==> src/rtl/clfsr_stream_cipher.sv <==
// clfsr_stream_cipher: streaming pixel cipher. Each accepted pixel is XORed
// with a Galois-LFSR keystream and with the previous ciphertext (chaining).
// Output is registered one cycle after accept. Frame control covers
// IDLE/RUN/DRAIN/DONE with last-beat marking and a done pulse.
module clfsr_stream_cipher #(
  parameter int unsigned        DATA_W  = 8,
  parameter int unsigned        NUM_CH  = 3,
  parameter int unsigned        LFSR_W  = 32,
  parameter logic [LFSR_W-1:0]  TAPS    = LFSR_W'(32'h8020_0003),
  parameter int unsigned        NUM_PIX = 65536,
  parameter int unsigned        CNT_W   = 17
) (
  input  logic                       clk,
  input  logic                       rst,
  input  logic                       start,
  input  logic                       mode,
  input  logic [LFSR_W-1:0]          seed,
  input  logic                       s_valid,
  output logic                       s_ready,
  input  logic [NUM_CH*DATA_W-1:0]   s_data,
  output logic                       m_valid,
  input  logic                       m_ready,
  output logic [NUM_CH*DATA_W-1:0]   m_data,
  output logic                       m_last,
  output logic                       busy,
  output logic                       done
);

  localparam int unsigned PW = NUM_CH * DATA_W;
  localparam logic [CNT_W-1:0] LAST_CNT = CNT_W'(NUM_PIX - 1);

  // The keystream slice for all channels must fit inside the LFSR state.
  generate
    if (PW > LFSR_W) begin : g_width_err
      $error("clfsr_stream_cipher: NUM_CH*DATA_W exceeds LFSR_W");
    end
    if (NUM_PIX < 1) begin : g_npix_err
      $error("clfsr_stream_cipher: NUM_PIX must be at least 1");
    end
  endgenerate

  typedef enum logic [1:0] {
    ST_IDLE  = 2'd0,
    ST_RUN   = 2'd1,
    ST_DRAIN = 2'd2,
    ST_DONE  = 2'd3
  } state_t;

  // One Galois step: shift right, fold the taps in when bit 0 falls out.
  function automatic logic [LFSR_W-1:0] lfsr_step(input logic [LFSR_W-1:0] cur);
    logic [LFSR_W-1:0] nxt;
    nxt = {1'b0, cur[LFSR_W-1:1]};
    if (cur[0]) begin
      nxt = nxt ^ TAPS;
    end else begin
      nxt = nxt;
    end
    return nxt;
  endfunction

  state_t              state_r;
  logic [LFSR_W-1:0]   lfsr_r;
  logic [PW-1:0]       chain_r;
  logic [CNT_W-1:0]    count_r;
  logic                mode_r;
  logic                m_valid_r;
  logic                m_last_r;
  logic [PW-1:0]       m_data_r;

  logic                s_ready_s;
  logic                accept_s;
  logic                take_s;
  logic                last_pix_s;
  logic [PW-1:0]       out_word_s;
  logic [PW-1:0]       chain_nxt_s;

  // Input handshake: accept only in RUN while the output slot is free or draining.
  always_comb begin
    if (state_r == ST_RUN) begin
      s_ready_s = !m_valid_r || m_ready;
    end else begin
      s_ready_s = 1'b0;
    end
    accept_s   = s_valid && s_ready_s;
    take_s     = m_valid_r && m_ready;
    last_pix_s = (count_r == LAST_CNT);
  end

  // Cipher word and next chain value; channels are independent bit slices so
  // one wide XOR covers every channel at once.
  always_comb begin
    out_word_s = s_data ^ lfsr_r[PW-1:0] ^ chain_r;
    if (mode_r) begin
      chain_nxt_s = s_data;
    end else begin
      chain_nxt_s = out_word_s;
    end
  end

  // Frame sequencing: IDLE -> RUN -> DRAIN -> DONE -> IDLE.
  always_ff @(posedge clk) begin
    if (!rst) begin
      state_r <= ST_IDLE;
    end else begin
      case (state_r)
        ST_IDLE: begin
          if (start) state_r <= ST_RUN;
          else       state_r <= ST_IDLE;
        end
        ST_RUN: begin
          if (accept_s && last_pix_s) state_r <= ST_DRAIN;
          else                        state_r <= ST_RUN;
        end
        ST_DRAIN: begin
          if (take_s && m_last_r) state_r <= ST_DONE;
          else                    state_r <= ST_DRAIN;
        end
        ST_DONE: begin
          state_r <= ST_IDLE;
        end
        default: begin
          state_r <= ST_IDLE;
        end
      endcase
    end
  end

  // Keystream, chain and pixel count: loaded at frame start, advanced only on accept.
  always_ff @(posedge clk) begin
    if (!rst) begin
      lfsr_r  <= {LFSR_W{1'b0}};
      chain_r <= {PW{1'b0}};
      count_r <= {CNT_W{1'b0}};
      mode_r  <= 1'b0;
    end else if ((state_r == ST_IDLE) && start) begin
      // An all-zero seed would lock the LFSR, so substitute 1.
      lfsr_r  <= (seed == {LFSR_W{1'b0}}) ? LFSR_W'(1'b1) : seed;
      chain_r <= {PW{1'b0}};
      count_r <= {CNT_W{1'b0}};
      mode_r  <= mode;
    end else if (accept_s) begin
      lfsr_r  <= lfsr_step(lfsr_r);
      chain_r <= chain_nxt_s;
      count_r <= count_r + CNT_W'(1'b1);
      mode_r  <= mode_r;
    end else begin
      lfsr_r  <= lfsr_r;
      chain_r <= chain_r;
      count_r <= count_r;
      mode_r  <= mode_r;
    end
  end

  // Output register: loads on accept, empties on take, holds while stalled.
  always_ff @(posedge clk) begin
    if (!rst) begin
      m_valid_r <= 1'b0;
      m_last_r  <= 1'b0;
      m_data_r  <= {PW{1'b0}};
    end else if (accept_s) begin
      m_valid_r <= 1'b1;
      m_last_r  <= last_pix_s;
      m_data_r  <= out_word_s;
    end else if (take_s) begin
      m_valid_r <= 1'b0;
      m_last_r  <= 1'b0;
      m_data_r  <= m_data_r;
    end else begin
      m_valid_r <= m_valid_r;
      m_last_r  <= m_last_r;
      m_data_r  <= m_data_r;
    end
  end

  assign s_ready = s_ready_s;
  assign m_valid = m_valid_r;
  assign m_last  = m_last_r;
  assign m_data  = m_data_r;
  assign busy    = (state_r == ST_RUN) || (state_r == ST_DRAIN);
  assign done    = (state_r == ST_DONE);

endmodule
==> config.mk <==
export PLATFORM = sky130hd
export DESIGN_NAME = clfsr_stream_cipher
export DESIGN_NICKNAME = d
export VERILOG_FILES = /design/src/rtl/clfsr_stream_cipher.sv
export SDC_FILE = /design/constraint.sdc
export NUM_CORES = 1
export LEC_CHECK = 0
export ABC_AREA = 1
export CELL_PAD_IN_SITES_DETAIL_PLACEMENT = 0
export CELL_PAD_IN_SITES_GLOBAL_PLACEMENT = 1
export CORE_MARGIN = 2
export CORE_UTILIZATION = 39
export CTS_CLUSTER_DIAMETER = 80
export DETAILED_ROUTE_END_ITERATION = 6
export PLACE_DENSITY = 0.8
export SETUP_SLACK_MARGIN = 0.05
export SYNTH_ARGS = -nofsm -noshare
export SYNTH_HDL_FRONTEND = slang
export SYNTH_SLANG_ARGS = --single-unit
==> constraint.sdc <==
create_clock -name clk -period 2.2 [get_ports clk]
set_input_delay 0.44 -clock clk [delete_from_list [all_inputs] [get_ports clk]]
set_output_delay 0.44 -clock clk [all_outputs]
set_load 0.005 [all_outputs]
==> insert_results.sql <==
INSERT INTO impl_metrics (metric_group, metric, value, unit) VALUES
('status', 'run_status', 'complete, no violations', ''),
('clocking', 'cts.htree.levels', '3', ''),
('grt', 'globalRouteOverflowTotal', '0', ''),
('worst_setup_path', 'critical_path_required', '1.76', 'ns'),
('sta', 'hold_viol_final', '0', ''),
('cells_and_area', 'final_layout_size_suffix_gt1_frac', '0.06168', ''),
('detailed_routing', 'postRouteWirelength', '12770', 'um'),
('placed_design', 'detailed_place_hpwl', '9258', 'um'),
('sta', 'finalWorstPathRequiredPeriod', '2.068', 'ns'),
('clocking', 'clockBufferDepth', '2', ''),
('floorplanning', 'die_area', '13800', 'um^2'),
('synthesis', 'syn-cell-area', '5022', 'um^2'),
('worst_setup_path', 'cp_max_fo', '4', ''),
('sta', 'total_of_endpoints_with_negative_setup_slack_in_the_final_report', '0', ''),
('hold_path', 'hold_path_class', 'in -> reg', ''),
('power_and_ir_drop', 'pwr_density_cell', '798.9', 'nW/um^2'),
('power_and_ir_drop', 'leakagePower', '2.410', 'nW'),
('worst_setup_path', 'endpoint_kind', 'output port', ''),
('detailed_routing', 'drcViolationCount', '0', ''),
('worst_setup_path', 'worstSetupPathType', 'reg -> out', ''),
('sta', 'rsz0062_at_grt', 'yes', ''),
('clocking', 'tritoncts', 'yes', ''),
('sta', 'post-route-period-util', '0.9402', ''),
('synthesis', 'syn_area_per_cell', '7.364', 'um^2'),
('detailed_routing', 'drt_pass1_iterations', '5', ''),
('synthesis', 'synth_area_in_simple_gates', '0.2180', ''),
('grt', 'track_usage', '0.1912', ''),
('synthesis', 'synth_top_family_by_area', 'simple AND/OR/NAND/NOR gates', ''),
('cells_and_area', 'layout.cells.non_filler', '934', ''),
('detailed_routing', 'num_vias', '4659', ''),
('detailed_routing', 'routed_wire_length_per_instance', '13.68', 'um'),
('synthesis', 'synth_adder_area_share', '0.01744', ''),
('sta', 'report.final.slew_viol_count', '0', ''),
('cells_and_area', 'flow.area_growth_from_synthesis', '28.18', '%'),
('synthesis', 'post_synth_inst_count', '682', ''),
('worst_setup_path', 'cpMaxStageDelayCell', 'sky130_fd_sc_hd__clkdlybuf4s50_1', ''),
('worst_setup_path', 'cp_data_arrival_time', '1.63', 'ns'),
('floorplanning', 'core-area', '12620', 'um^2'),
('synthesis', 'synth_compound_gate_area_share', '0.2093', ''),
('sta', 'finalSetupTns', '0', 'ns'),
('placed_design', 'routability_congestion', '0.8283', ''),
('cells_and_area', 'num-nets-final', '826', ''),
('clocking', 'holdBufCountCts', '0', ''),
('grt', 'grt_start_max_net_pins', '61', ''),
('floorplanning', 'initial_core_util', '0.3980', ''),
('cells_and_area', 'diodes', '0', ''),
('synthesis', 'synth.area.mux_share', '0', ''),
('synthesis', 'yosys.area_share.xor_xnor', '0.08894', ''),
('synthesis', 'yosysWarningCount', '0', ''),
('sta', 'final.setup_skew', '0.006626', 'ns'),
('detailed_routing', 'drt_iter0_markers', '214', ''),
('grt', 'antenna_found_initial', '0', ''),
('clocking', 'post-cts-setup-buffer-count', '0', ''),
('power_and_ir_drop', 'ir_worst_vdd', '395.7', 'uV'),
('floorplanning', 'die-width', '117.5', 'um'),
('floorplanning', 'pin_count', '91', ''),
('placed_design', 'post_placement_cell_count', '918', ''),
('synthesis', 'ys_ff_latch', '102', ''),
('sta', 'timing.max_slew.rel_slack', '0.6419', ''),
('worst_setup_path', 'setup.reg_to_reg.worst_slack', '0.51', 'ns'),
('detailed_routing', 'vias_per_cell', '4.988', ''),
('synthesis', 'synth_fp_nets', '751', ''),
('run', 'max-cap-violations', '0', ''),
('sta', 'worstMarginPinSlew', '0.5371', 'ns'),
('synthesis', 'yosysSeqAreaShare', '0.4066', ''),
('worst_setup_path', 'worst_setup_path_start_kind', 'flip-flop', ''),
('placed_design', 'portBuffers', '90', ''),
('grt', 'first_pass_grt_wire_length', '21650', 'um'),
('worst_setup_path', 'worst_path_largest_cell_delay', '0.50', 'ns'),
('clocking', 'tritoncts.num_buffers', '9', ''),
('floorplanning', 'die_height', '117.5', 'um'),
('clocking', 'tritoncts_num_sinks', '102', ''),
('sta', 'max_clock_freq', '483.5', 'MHz'),
('worst_setup_path', 'crit_path_cell_trace', 'inv_2 -> ha_2 -> inv_1 -> nor2_1 -> clkdlybuf4s50_1', ''),
('clocking', 'clock_tree.root_cell', 'sky130_fd_sc_hd__clkbuf_16', ''),
('sta', 'holdWs', '0.4225', 'ns'),
('floorplanning', 'placementRows', '41', ''),
('synthesis', 'post_synth_num_cell_types', '32', ''),
('clocking', 'worstSkewPairLatency', '0.35', 'ns'),
('clocking', 'clkTransAtPathRegs', '0.07', 'ns'),
('grt', 'first_global_vias', '4486', ''),
('detailed_routing', 'antenna_violating_nets_post_route', '0', '');
-- power by group --
group          switching [mW]  internal [mW]  leakage (nW)
clock                   0.705           1.06         0.162
sequential              0.174           2.04         0.834
combinational           0.615          0.549          1.41
-- cell usage in the layout, fill, tap and decap left out, types with 2 or more instances in the layout --
cell type	count
sky130_fd_sc_hd__nand3_1	9
sky130_fd_sc_hd__nor3_1	3
sky130_fd_sc_hd__inv_2	3
sky130_fd_sc_hd__inv_1	25
sky130_fd_sc_hd__nand2_1	159
sky130_fd_sc_hd__buf_4	11
sky130_fd_sc_hd__nor2_1	76
sky130_fd_sc_hd__or2_0	2
sky130_fd_sc_hd__o21ba_2	3
sky130_fd_sc_hd__ha_1	6
sky130_fd_sc_hd__buf_12	4
sky130_fd_sc_hd__a31oi_1	30
sky130_fd_sc_hd__xnor2_1	33
sky130_fd_sc_hd__o21ai_1	2
sky130_fd_sc_hd__clkdlybuf4s50_1	88
sky130_fd_sc_hd__bufinv_16	2
sky130_fd_sc_hd__dfxtp_1	101
sky130_fd_sc_hd__nand4_1	10
sky130_fd_sc_hd__a21oi_1	49
sky130_fd_sc_hd__clkbuf_16	9
sky130_fd_sc_hd__nand2_2	3
sky130_fd_sc_hd__o21ba_1	14
sky130_fd_sc_hd__o21ai_0	86
sky130_fd_sc_hd__xor2_1	18
sky130_fd_sc_hd__clkbuf_8	2
-- synthesized netlist by cell type --
library cell	number	area [um^2]
sky130_fd_sc_hd__nor2b_4	1	13.76
sky130_fd_sc_hd__inv_2	2	7.510
sky130_fd_sc_hd__xnor2_1	33	289.0
sky130_fd_sc_hd__nand2_2	3	18.77
sky130_fd_sc_hd__o211ai_1	1	7.510
sky130_fd_sc_hd__nor3_2	1	10.01
sky130_fd_sc_hd__nor2_4	1	11.26
sky130_fd_sc_hd__buf_2	16	80.08
sky130_fd_sc_hd__clkbuf_1	18	67.56
sky130_fd_sc_hd__and3_1	1	6.260
sky130_fd_sc_hd__inv_1	26	97.59
sky130_fd_sc_hd__buf_6	1	11.26
sky130_fd_sc_hd__buf_1	1	3.750
sky130_fd_sc_hd__o21ba_1	14	140.1
sky130_fd_sc_hd__nand4_1	10	62.56
sky130_fd_sc_hd__a21oi_1	49	245.2
sky130_fd_sc_hd__clkbuf_2	2	10.01
sky130_fd_sc_hd__nor3b_1	1	7.510
sky130_fd_sc_hd__dfxtp_1	102	2042
sky130_fd_sc_hd__nand3_1	9	45.04
sky130_fd_sc_hd__or2_0	2	12.51
sky130_fd_sc_hd__nor2_1	76	285.3
sky130_fd_sc_hd__o21ai_0	86	430.4
sky130_fd_sc_hd__o21ba_2	3	30.03
sky130_fd_sc_hd__nor3_1	3	15.01
sky130_fd_sc_hd__ha_1	7	87.58
sky130_fd_sc_hd__a31oi_1	30	187.7
sky130_fd_sc_hd__o21ai_1	2	10.01
sky130_fd_sc_hd__xor2_1	18	157.7
sky130_fd_sc_hd__buf_4	3	22.52
sky130_fd_sc_hd__nand2_1	159	596.8
sky130_fd_sc_hd__nand3_2	1	10.01
-- cell families after synthesis --
kind of cell / count (synthesis)
AO/OA/AOI/OAI: 185
XOR/XNOR: 51
adder cells (fa/ha/maj): 7
buffers and inverters: 69
flip-flops: 102
AND/OR/NAND/NOR: 268
-- through the flow --
stage                     total power, mW  utilization  setup slack (ns)  cell area, um^2
after global routing                5.438       0.5101           0.02815             6437
after detailed placement            3.421       0.4834           0.01931             6101
after floorplan                     2.940            -            0.6951             5022
after global placement              3.381       0.4834           0.07836             6101
after CTS                           5.200       0.5098           0.08216             6434
final                               5.143       0.5101            0.1316             6437
-- timing repair --
action | CTS | global route
gates cloned | 0 | 0
endpoints found under the hold margin | 0 | 0
endpoints found under the setup margin | 1 | 2
resized for setup | 1 | 3
-- path summary, 6_finish.rpt --
check / depth (start not counted) / to / start
worst min register to register: 2 / lfsr_r[23] / lfsr_r[24]
worst max register to register: 8 / chain_r[1] / flip-flop
worst min-delay path: 3 / m_last / rst
worst max-delay path: 5 / s_ready / flip-flop
-- registers in the layout (all words and copies together) (netlist names), named ones only --
name and cells:
lfsr_r 32, chain_r 24, m_data 24, count_r 17
m_last 1, m_valid 1, mode_r 1, state_r 1
-- layer usage --
metal	global-route usage	wire [um]
met3	0.04845	650
met5	0	0
met1	0.2617	6221
met4	0.04367	82
met2	0.3045	5819
-- layout make-up --
cell class / count / area, um^2
Sequential cell: 102 / 2043
Timing Repair Buffer: 105 / 1057
Inverter: 28 / 105.1
Fill cell: 1275 / 6182
Tap cell: 172 / 215.2
Clock buffer: 11 / 252.7
Clock inverter: 5 / 81.33
Multi-Input combinational cell: 511 / 2683
-- critical path, delay by kind of cell, from the launching register on --
family	cells	cell delay, ns
adders and majority gates	1	0.20
and+or+nand+nor	1	0.09
DFF	1	0.36
buffers and inverters	3	0.63
Power figures use the tool's default switching activity.
==> patch (same settings) <==
Encoding of `state_t`: now one-hot (4 bits for 4 states).
--- a/src/rtl/clfsr_stream_cipher.sv
+++ b/src/rtl/clfsr_stream_cipher.sv
@@ -41,7 +41,7 @@
 
-  typedef enum logic [1:0] {
-    ST_IDLE  = 2'd0,
-    ST_RUN   = 2'd1,
-    ST_DRAIN = 2'd2,
-    ST_DONE  = 2'd3
+  typedef enum logic [3:0] {
+    ST_IDLE  = 4'b0001,
+    ST_RUN   = 4'b0010,
+    ST_DRAIN = 4'b0100,
+    ST_DONE  = 4'b1000
   } state_t;
Formal check against the unedited RTL: same outputs for any inputs over 4 cycles, from zero or initial values and one cycle with rst low; so few cycles prove little.
==> patch against the unedited design <==
- total power is 16% lower
- final area is 2.4% lower
- area after synthesis is 3.2% lower
- largest cell class unchanged
- worst setup slack better by 0.029 ns
- sequential cell count is 2 higher
- fmax is 1.4% higher
- non-clock buffer count is 6 higher
- routed wire length is 1.2% lower
==> patch: results (changes against the unedited design) <==
cells_and_area:
  final-clk-cell-share_pct: 4.48  # was 5.19%
  bufAreaShareNonClock_pct: 17.5  # was 16.4%
  area_growth_pct: 29.4  # was 28.2%
  seqCellArea_mm2: 0.00208  # was 0.00204 mm2
  multi_input_area_mm2: 0.00251  # was 0.00268 mm2
grt:
  grt_pass1_vias: 4331  # was 4486
  met3_usage_pct: 2.93  # was 4.84%
  use_met1_pct: 24.3  # was 26.2%
  grt_use_total_pct: 19.3  # was 19.1%
route:
  routed_wl_mm: 12.6  # was 12.8 mm
  wl_met3_um: 424  # was 650 um
  drt-initial-drc-count: 227  # was 214
  first_pass_iters: 4  # was 5
run_status:
  status: "complete, no violations"  # unchanged
power_and_ir_drop:
  seqPwrFrac_pct: 47.8  # was 43.1%
  leakage_nw: 2.35  # was 2.41 nW
  clockPowerShare_pct: 35.2  # was 34.3%
  switching_share_pct: 27.7  # was 29.0%
  vdd_drop_max_mv: 0.323  # was 0.396 mV
critical_path:
  slowest_delay_ns: 0.56  # was 0.50 ns
  reg2reg_slack_ns: 0.54  # was 0.51 ns
  reg2reg_to: "lfsr_r[4]"  # was chain_r[1]
  endpoint: "done"  # was s_ready
hold_path:
  min_from: "count_r[8]"  # was rst
yosys:
  synth_cell_type_count: 25  # was 32
  synth_area_leaders: "dfxtp_1, nand2_1, o21ai_0, xnor2_1, nor2_1"  # unchanged
patch: changes by cell type after synthesis, moves of 4 or more:
cell / change
nand2_1: -29
nand3_1: +4
o21ba_1: -14
ha_1: -5
xor2_1: -12
xnor2_1: +16
clkbuf_1: +9
buf_2: -5
nor2_1: +19
a21oi_1: +16
nand4_1: -7
o21ai_0: +4
patch: metrics by stage:
step | setup WS [ns] | std cells
2_1_floorplan | 0.793 | 670
3_3_place_gp | 0.0798 | 908
3_5_place_dp | 0.0150 | 908
4_1_cts | 0.0526 | 924
5_1_grt | 0.0932 | 924
6_report | 0.161 | 924
patch: repair_timing:
item | 4_1_cts | 5_1_grt
cloned | 0 | 0
setup endpoints to repair | 1 | 2
gates resized for setup | 1 | 3
patch: logic make-up after synthesis:
family                     synth area share (%)
buffers and inverters                      5.77
and+or+nand+nor                            20.9
adders and majority gates                 0.515
DFF                                        42.8
AOI/OAI and AO/OA                          20.1
xor gates and xnor gates                   9.91
